## src/rtl/demux_8_deser.sv

```systemverilog
// ---------------------------------------------------------------------------
// demux_8_deser
//
// Serial-to-parallel deserializer. Each accepted serial bit is steered by a
// 3-bit slot index through an 8-way one-hot decode into one position of an
// internal collect register. The 8th bit completes a byte, which is handed to
// a single-entry registered output stage with a valid/ready handshake.
//
// Configuration macro:
//   DESER_MSB_FIRST_EN  defined   -> first bit lands in byte_out[7]
//                       undefined -> first bit lands in byte_out[0]
//
// Parameters:
//   RST_BYTE    value loaded into byte_out while rst is asserted
//
// Ports:
//   clk         single clock, rising edge
//   rst         asynchronous active-high reset
//   clr         synchronous clear of partial byte, bit counter and overrun
//   bit_in      serial data bit
//   bit_valid   bit_in is valid this cycle (always accepted)
//   out_ready   consumer accepts byte_out this cycle
//   byte_out    assembled byte (registered)
//   byte_valid  byte_out holds an unconsumed byte
//   bit_cnt     index of the next bit slot to be written
//   overrun     sticky: a completed byte was dropped
// ---------------------------------------------------------------------------
module demux_8_deser #(
    parameter logic [7:0] RST_BYTE = 8'h00
) (
    input  logic       clk,
    input  logic       rst,
    input  logic       clr,
    input  logic       bit_in,
    input  logic       bit_valid,
    input  logic       out_ready,
    output logic [7:0] byte_out,
    output logic       byte_valid,
    output logic [2:0] bit_cnt,
    output logic       overrun
);

    typedef enum logic {
        IDLE,
        COLLECT
    } state_t;

    state_t     state;
    state_t     state_next;

    logic [7:0] collector;
    logic [7:0] collector_base;
    logic [7:0] collector_written;
    logic [7:0] slot_dec;
    logic [2:0] write_idx;
    logic [2:0] slot_idx;
    logic       last_bit;
    logic       handshake;
    logic       load_byte;
    logic       drop_byte;

    // FSM state register
    always_ff @(posedge clk or posedge rst) begin
        if (rst) begin
            state <= IDLE;
        end else begin
            state <= state_next;
        end
    end

    // FSM next-state logic. A clear coinciding with a bit still leaves one
    // bit held, so the FSM stays (or goes) in COLLECT in that case.
    always_comb begin
        state_next = state;
        case (state)
            IDLE: begin
                if (bit_valid) begin
                    state_next = COLLECT;
                end
            end
            COLLECT: begin
                if (clr) begin
                    state_next = bit_valid ? COLLECT : IDLE;
                end else if (bit_valid && (bit_cnt == 3'd7)) begin
                    state_next = IDLE;
                end
            end
            default: state_next = IDLE;
        endcase
    end

    // FSM output logic: the slot index this cycle's bit is written to (clear
    // takes priority, so a bit arriving with clr goes to slot 0), and whether
    // this bit completes the byte.
    always_comb begin
        write_idx = 3'd0;
        last_bit  = 1'b0;
        if ((state == COLLECT) && !clr) begin
            write_idx = bit_cnt;
            last_bit  = bit_valid && (bit_cnt == 3'd7);
        end
    end

    // Bit-order mapping from slot index to register position
`ifdef DESER_MSB_FIRST_EN
    assign slot_idx = 3'd7 - write_idx;
`else
    assign slot_idx = write_idx;
`endif

    // 8-way decode and the collect register contents including this bit
    assign slot_dec          = 8'b0000_0001 << slot_idx;
    assign collector_base    = clr ? 8'h00 : collector;
    assign collector_written = bit_valid
                             ? ((collector_base & ~slot_dec) | (bit_in ? slot_dec : 8'h00))
                             : collector_base;

    // Output stage decisions: a completed byte loads when the stage is empty
    // or being emptied this cycle, otherwise it is dropped.
    assign handshake = byte_valid && out_ready;
    assign load_byte = last_bit && (!byte_valid || out_ready);
    assign drop_byte = last_bit && byte_valid && !out_ready;

    // Collector and bit counter; the collector restarts empty once a byte
    // completes, whether it was kept or dropped.
    always_ff @(posedge clk or posedge rst) begin
        if (rst) begin
            collector <= 8'h00;
            bit_cnt   <= 3'd0;
        end else begin
            collector <= last_bit ? 8'h00 : collector_written;
            if (clr) begin
                bit_cnt <= {2'b00, bit_valid};
            end else begin
                bit_cnt <= bit_cnt + {2'b00, bit_valid};
            end
        end
    end

    // Registered output byte and valid flag
    always_ff @(posedge clk or posedge rst) begin
        if (rst) begin
            byte_out   <= RST_BYTE;
            byte_valid <= 1'b0;
        end else begin
            if (load_byte) begin
                byte_out   <= collector_written;
                byte_valid <= 1'b1;
            end else if (handshake) begin
                byte_valid <= 1'b0;
            end
        end
    end

    // Sticky overrun flag, cleared only by clr or rst
    always_ff @(posedge clk or posedge rst) begin
        if (rst) begin
            overrun <= 1'b0;
        end else begin
            if (clr) begin
                overrun <= 1'b0;
            end else if (drop_byte) begin
                overrun <= 1'b1;
            end
        end
    end

endmodule

```

## config.mk

```make
export PLATFORM = sky130hd
export DESIGN_NAME = demux_8_deser
export DESIGN_NICKNAME = d
export VERILOG_FILES = /design/src/rtl/demux_8_deser.sv
export SDC_FILE = /design/constraint.sdc
export NUM_CORES = 1
export LEC_CHECK = 0
export CORE_MARGIN = 2
export CORE_UTILIZATION = 50
export DETAILED_ROUTE_END_ITERATION = 8
export PLACE_DENSITY_LB_ADDON = 0.1
export SYNTH_ARGS = -nofsm -noshare
export SYNTH_HDL_FRONTEND = slang
export SYNTH_SLANG_ARGS = --single-unit
export TNS_END_PERCENT = 5
```

## constraint.sdc

```tcl
create_clock -name clk -period 3.6 [get_ports clk]
set_input_delay 0.72 -clock clk [delete_from_list [all_inputs] [get_ports clk]]
set_output_delay 0.72 -clock clk [all_outputs]
set_load 0.05 [all_outputs]
```

# After elaboration in Yosys (flattened, before gate mapping)
# Cells that the tools add are included.
word_totals:
  regBits: 22
  inputBits: 6
  elab_cells: 40
op_classes:
  addsub: 1
  n_eq_ne: 1
  n_shift: 1
  mux: 15
  n_bitwise: 4
  n_reduce_logical: 12
op_table:
  columns: ["cell", "count"]
  rows:
  - ["8-bit 2-to-1 mux", 4]
  - ["8-bit AND", 1]
  - ["1-bit 2-to-1 mux", 8]
  - ["8-bit NOT", 1]
  - ["8-bit bitwise OR", 1]
  - ["1-bit by 3-bit left shift with 8-bit output, first input constant", 1]
  - ["1-bit logical AND", 6]
  - ["3-bit 2-to-1 mux", 2]
  - ["2-bit nonzero test", 2]
  - ["3-bit by 1-bit adder with 3-bit output", 1]
  - ["3-bit equality test, second input constant", 1]
  - ["1-bit zero test", 3]
  - ["1-bit one-hot mux with 2 select lines", 1]
  - ["1-bit logical OR", 1]
  - ["1-bit NOT", 1]

# Logic depth before layout (Yosys ltp)
# Gate-level depths: netlist of the first run.
depth:
  ltp_word: 9
  mapped_depth: 5

# Worst setup path after synthesis of the first run
# OpenSTA, ideal clock, no wires.
synth_timing:
  path_type: "register to register"
  from: "register bit_cnt[2]"
  to: "register byte_out[2]"
  setup_time_ns: 0.125
  t_arrival_ns: 1.738
  setup_slack_ns: 1.737
  path_stages_with_launch: 6
  n_path_buf: 2
  path_cell_list: "dfrtp_1 > buf_4 > and4b_4 > and4_4 > buf_12 > mux2_4"
synth_between:
  elab_chain_cells: 6
synth_rtl:
  columns: ["item", "line", "source"]
  rows:
  - ["from (decl)", "39", "output logic [2:0] bit_cnt,"]
  - ["from (signal assigned)", "133", "bit_cnt <= {2'b00, bit_valid};"]
  - ["from (signal assigned)", "135", "bit_cnt <= bit_cnt + {2'b00, bit_valid};"]
  - ["3-bit 2-to-1 mux", "98", "if ((state == COLLECT) && !clr) begin"]
  - ["1-bit by 3-bit left shift with 8-bit output", "112", "assign slot_dec = 8'b0000_0001 << slot_idx;"]
  - ["8-bit NOT", "115", "? ((collector_base & ~slot_dec) | (bit_in ? slot_dec : 8'h00))"]
  - ["8-bit AND", "115", null]
  - ["8-bit bitwise OR", "115", null]
  - ["8-bit 2-to-1 mux", "115", null]
  - ["to (signal assigned)", "147", "byte_out <= collector_written;"]
  - ["to (decl)", "37", "output logic [7:0] byte_out,"]
# Several ways; a longest one is shown, not always the timed one.
# A chain may end at the register's enable or synchronous reset.

# Worst setup path after layout of the first run
layout_timing:
  from: "register bit_cnt[0]"
  to: "output port bit_cnt[0]"
# No word-level cell between the ends.

==> flow_metrics.env, run 1 <==
export IMPL_place_ws_ps=1149
export IMPL_worst_hold_slack_ps=522.2
export IMPL_min_to="byte_out[3]$_DFFE_PP0P_"
export IMPL_r2r_end="byte_out[4]$_DFFE_PP0P_"
export IMPL_syn_inst=90
export IMPL_criticalPathCategory="register to output port"
export IMPL_area_growth_pct=19.93
export IMPL_hold_depth=2
export IMPL_critPathLaunchType="register"
export IMPL_grt_pass1_wl_mm=3.325
export IMPL_finalSetupViolations=0
export IMPL_hp_start="byte_out[3]$_DFFE_PP0P_"
export IMPL_fin_crit_sh_pct=70.29
export IMPL_ys_ff_latch=21
export IMPL_syn_cell_area_um2=1042
export IMPL_h_tree_depth=1
export IMPL_dp_final_hpwl_mm=1.388
export IMPL_cts_hold_buf=0
export IMPL_crit_path_top_delay_cell="clkdlybuf4s50_1"
export IMPL_layout_commonest_cell="dfrtp_1"
export IMPL_hold_viol=0
export IMPL_cts_resized=0
export IMPL_antenna_cells=0
export IMPL_portBuffers=18
export IMPL_clock_latency_ps=300
export IMPL_worstMarginPinSlew_ps=772.0
export IMPL_period_minus_slack_ps=2530
export IMPL_r2r_setup_slack_ps=1960
export IMPL_arrival_ps=1810
export IMPL_overflow=0
export IMPL_place_congestion=0.7740
export IMPL_required_ps=2880
export IMPL_drv_cap=0
export IMPL_finalMaxSlewViolations=0
export IMPL_drive_above_1_share_pct=12.96
export IMPL_grt_usage_pct=17.49
export IMPL_fin_tns_setup_ps=0
export IMPL_cts_tree="done"
export IMPL_outcome="completed"
export IMPL_firstDrtPassIters=4
export IMPL_cp_max_fo=14
export IMPL_die_h_um=49.66
export IMPL_cts_made_buffers=3
export IMPL_antenna_found_initial=0
export IMPL_fin_ws_ps=1070
export IMPL_rows=16
export IMPL_cpPeakStageDelay_ps=890
export IMPL_slew_headroom_pct=48.48
export IMPL_fill_cells=178
export IMPL_coreArea_um2=1962
export IMPL_chipWidth_um=49.66
export IMPL_vias=738
export IMPL_finalClockSkew_ps=5.623
export IMPL_rsz0062_at_grt="false"
export IMPL_fin_util_pct=63.71
export IMPL_path_buf_inv=1
export IMPL_synth_cell_types=34
export IMPL_viasPerCell=5.467
export IMPL_wl_mm=1.916
export IMPL_p_leak_nw=0.5609
export IMPL_synth_avg_cell_area_um2=11.58
export IMPL_pin_count=19
export IMPL_die_area_um2=2466
export IMPL_critPathTopFamily="buffers and inverters"
export IMPL_reg2reg_depth=3
export IMPL_yosysWarnings=0
export IMPL_syn_num_nets=98
export IMPL_min_path_type="register to register"
export IMPL_ys_seq_area_share_pct=50.42
export IMPL_r2r_start="bit_cnt[2]$_DFF_PP0_"
export IMPL_start_util_pct=53.13
export IMPL_synth_flop_cell="dfrtp_1"
export IMPL_clk_pin_slew_worst_paths_ps=120
export IMPL_synth_edf_count=0
export IMPL_grt_start_max_net_pins=22
export IMPL_wl_per_cell_um=14.19
export IMPL_root_buffer="clkbuf_4"
export IMPL_power_density_nw_per_um2=363.4
export IMPL_fin_nets=117
export IMPL_post_cts_buffers=0
export IMPL_fmax_ghz=0.3952
export IMPL_synthArstFlopShare_pct=100.0
export IMPL_drc=0
export IMPL_clock_sinks=21
export IMPL_end_kind="output port"
export IMPL_cts_buffer_depth=2
export IMPL_worst_ir_drop_vdd_uv=243.4
export IMPL_layout_common_cells="dfrtp_1 (21), clkdlybuf4s50_1 (18), inv_1 (9), nor2b_1 (7)"
export IMPL_drtIter0Drc=12
export IMPL_grt_pass1_vias=735
export IMPL_drtAntennaViolNets=0
export IMPL_crit_chain="clkdlybuf4s50_1"
## synthesized netlist by cell type, types with 2 or more instances
library cell   n  area share [%]
dfrtp_1       21              50
inv_1          9             3.2
nor2b_1        7             4.2
mux2_4         5             7.2
nand2_1        5             1.8
mux2i_1        4             3.8
nand2b_1       4             2.4
a21oi_1        3             1.4
a211oi_1       2             1.4
buf_2          2            0.96
ha_1           2             2.4
nand4_1        2             1.2
nor2_1         2            0.72
o41ai_1        2             1.7
## cell type report
type	count	area [um^2]	area share, %
clock buffers	3	22.52	1.802
multi-input cells	55	441.7	35.34
repair buffers	19	187.7	15.02
flip-flops and latches	21	525.5	42.04
clock inverters	1	5.005	0.4004
inverters	9	33.78	2.703
well taps	27	33.78	2.703
## power breakdown
part	switching [mW]	internal, mW
sequential	0.0164	0.245
clock	0.0696	0.0414
combinational	0.0496	0.0320
total	0.136	0.319
## flip-flops by register name (all words and copies together) (netlist names)
signal	flops
byte_out	8
collector	7
bit_cnt	3
byte_valid	1
overrun	1
state	1
## kinds of logic after synthesis
family / after synthesis / synth area share [%]
AOI/OAI and AO/OA: 14 / 9.844
xor gates and xnor gates: 1 / 0.8405
DFF: 21 / 50.42
buffers and inverters: 14 / 7.203
and+or+nand+nor: 27 / 16.09
adders and majority gates: 2 / 2.401
muxes: 11 / 13.21
## worst register-to-register path, delay by kind of cell, from the launching register on
kind / cells / cell delay (ps)
DFF: 1 / 560
muxes: 1 / 320
and+or+nand+nor: 2 / 660
## routing by layer
metal	up-vias	track usage, %	part of all wire (%)	routed length (um)
met5	-	0	0	0
met4	0	6.944	1.4	26
met3	4	3.030	4.6	89
met2	18	28.44	48	921
met1	363	23.12	46	878
li1	353	-	-	-
## how the worst max path moves through the flow
stage                         start                      end  slack, ps  depth (start not counted)
2_1_floorplan  bit_cnt[2]$_DFF_PP0_  byte_out[2]$_DFFE_PP0P_       1740                          5
3_3_place_gp                    clr  byte_out[2]$_DFFE_PP0P_       1170                          5
3_5_place_dp                    clr  byte_out[4]$_DFFE_PP0P_       1150                          5
5_1_grt        bit_cnt[0]$_DFF_PP0_               bit_cnt[0]        990                          1
4_1_cts        bit_cnt[0]$_DFF_PP0_               bit_cnt[0]       1050                          1
6_report       bit_cnt[0]$_DFF_PP0_               bit_cnt[0]       1070                          1
## through the flow
| step | cells | instance area, um^2 | total power, mW |
|---|---|---|---|
| 3_3_place_gp | 131 | 1222 | 0.3471 |
| 5_1_grt | 135 | 1250 | 0.4770 |
| 4_1_cts | 135 | 1250 | 0.4628 |
| 3_5_place_dp | 131 | 1222 | 0.3488 |
| 6_report | 135 | 1250 | 0.4542 |
| 2_1_floorplan | 90 | 1042 | 0.3199 |
Note: power is estimated with default switching activity, not from simulation.
==> run 2: changes to the inputs <==
==> constraint.sdc (replaced) <==
create_clock -name clk -period 2.6 [get_ports clk]
set_input_delay 0.52 -clock clk [delete_from_list [all_inputs] [get_ports clk]]
set_output_delay 0.52 -clock clk [all_outputs]
set_load 0.05 [all_outputs]
==> run 2 against run 1 <==
Compared with the run above:
- first-iteration DRC count is 8.3% lower
- via count is 3.0% lower
- sequential power is 39% higher
- cell count stayed put
- die area stayed put
- sequential share of layout area stayed put
- worst hold slack better by 4.0 ps
- wire length is 3.5% lower
- worst setup slack worse by 790 ps
- clock skew is 8.8 ps higher
- critical path type unchanged
==> flow_metrics.env, run 2 (synthesis gave the netlist of run 1 again) <==
export IMPL_root_buffer="clkbuf_4"
export IMPL_placed_area_um2=1222
export IMPL_p_leak_nw=0.5609
export IMPL_outcome="completed"
export IMPL_fin_tns_setup_ps=0
export IMPL_wl_per_cell_um=13.69
export IMPL_fmax_ghz=0.4303
export IMPL_period_minus_slack_ps=2324
export IMPL_grt_start_max_net_pins=22
export IMPL_total_power_mw=0.6346
export IMPL_coreArea_um2=1962
export IMPL_dp_final_hpwl_mm=1.306
export IMPL_largest_reg_flops=8
export IMPL_cp_max_fo=14
export IMPL_cts_hold_buf=0
export IMPL_grt_pass1_vias=751
export IMPL_portBuffers=18
export IMPL_criticalPathCategory="register to output port"
export IMPL_hold_viol=0
export IMPL_antenna_cells=0
export IMPL_fin_util_pct=63.71
export IMPL_drtAntennaViolNets=0
export IMPL_finalSetupViolations=0
export IMPL_cts_buffer_depth=2
export IMPL_firstDrtPassIters=3
export IMPL_grt_pass1_wl_mm=3.367
export IMPL_layout_common_cells="dfrtp_1 (21), clkdlybuf4s50_1 (18), inv_1 (9), nor2b_1 (7)"
export IMPL_reg_top3="byte_out: 8 flops, collector: 7 flops, bit_cnt: 3 flops"
export IMPL_pin_count=19
export IMPL_h_tree_depth=1
export IMPL_fin_crit_sh_pct=89.38
export IMPL_rsz0062_at_grt="false"
export IMPL_fin_nets=117
export IMPL_antenna_found_initial=0
export IMPL_top_register="byte_out"
export IMPL_die_h_um=49.66
export IMPL_min_path_type="register to register"
export IMPL_rows=16
export IMPL_finalMaxSlewViolations=0
export IMPL_overflow=0
export IMPL_wl_mm=1.848
export IMPL_area_growth_pct=19.93
export IMPL_viasPerCell=5.304
export IMPL_critPathTopFamily="buffers and inverters"
export IMPL_cts_resized=0
export IMPL_critical_path_depth=1
export IMPL_finalClockSkew_ps=14.40
export IMPL_crit_path_top_delay_cell="clkdlybuf4s50_1"
export IMPL_drtIter0Drc=11
export IMPL_design_area_um2=1250
export IMPL_worst_ir_drop_vdd_uv=509.9
export IMPL_slew_headroom_pct=47.55
export IMPL_place_congestion=0.7843
export IMPL_critPathLaunchType="register"
export IMPL_clock_latency_ps=310
export IMPL_worstMarginPinSlew_ps=785.8
export IMPL_clock_sinks=21
export IMPL_path_buf_inv=1
export IMPL_hold_depth=1
export IMPL_layout_commonest_cell="dfrtp_1"
export IMPL_post_cts_buffers=0
export IMPL_cts_made_buffers=3
export IMPL_crit_chain="clkdlybuf4s50_1"
export IMPL_arrival_ps=1800
export IMPL_drc=0
export IMPL_cts_tree="done"
export IMPL_end_kind="output port"
export IMPL_cpPeakStageDelay_ps=890
export IMPL_clk_pin_slew_worst_paths_ps=120
export IMPL_chipWidth_um=49.66
export IMPL_required_ps=2080
export IMPL_reg2reg_depth=3
export IMPL_power_density_nw_per_um2=507.7
export IMPL_die_area_um2=2466
export IMPL_vias=716
export IMPL_worst_hold_slack_ps=526.2
export IMPL_drive_above_1_share_pct=12.96
export IMPL_start_util_pct=53.13
export IMPL_drv_cap=0
export IMPL_grt_usage_pct=17.72
run 2: cell counts in the layout (fill, tap and decap cells not counted):
Identical to the previous run, type by type.
run 2: report_power, final:
part | leakage [nW] | total, mW | internal (mW) | switching, mW
Combinational | 0.273 | 0.114 | 0.0445 | 0.0690
Sequential | 0.270 | 0.363 | 0.340 | 0.0231
Clock | 0.0177 | 0.158 | 0.0575 | 0.101
Total | 0.561 | 0.635 | 0.442 | 0.193
run 2: worst paths after layout:
check | endpoint | from | slack [ps]
worst max register to register | byte_out[7]$_DFFE_PP0P_ | bit_cnt[2]$_DFF_PP0_ | 980
worst min-delay path | byte_out[7]$_DFFE_PP0P_ | byte_out[7]$_DFFE_PP0P_ | 530
worst max-delay path | bit_cnt[0] | bit_cnt[0]$_DFF_PP0_ | 280
max in group asynchronous | bit_cnt[0]$_DFF_PP0_ | rst | 1460
worst min register to register | byte_out[7]$_DFFE_PP0P_ | byte_out[7]$_DFFE_PP0P_ | 530
min in group asynchronous | byte_out[6]$_DFFE_PP0P_ | rst | 630
run 2: layout make-up:
cell class,count,area [um^2]
tap,27,33.78
clock buffer,3,22.52
timing repair buffer,19,187.7
clock inverter,1,5.005
sequential,21,525.5
fill,180,711.9
multi-input combinational,55,441.7
inverter,9,33.78
run 2: stage by stage:
stage          instances  setup WS [ps]
6_report             135          276.1
5_1_grt              135          177.1
4_1_cts              135          270.0
3_5_place_dp         131          382.1
3_3_place_gp         131          405.8
2_1_floorplan         90          736.8
run 2: routing by layer:
layer | GRT usage (%) | vias to the layer above | routed length [um]
met3 | 5.758 | 0 | 79
met4 | 3.241 | 0 | 0
met2 | 28.22 | 14 | 848
met1 | 23.82 | 351 | 921
met5 | 0 | - | 0
li1 | - | 351 | -
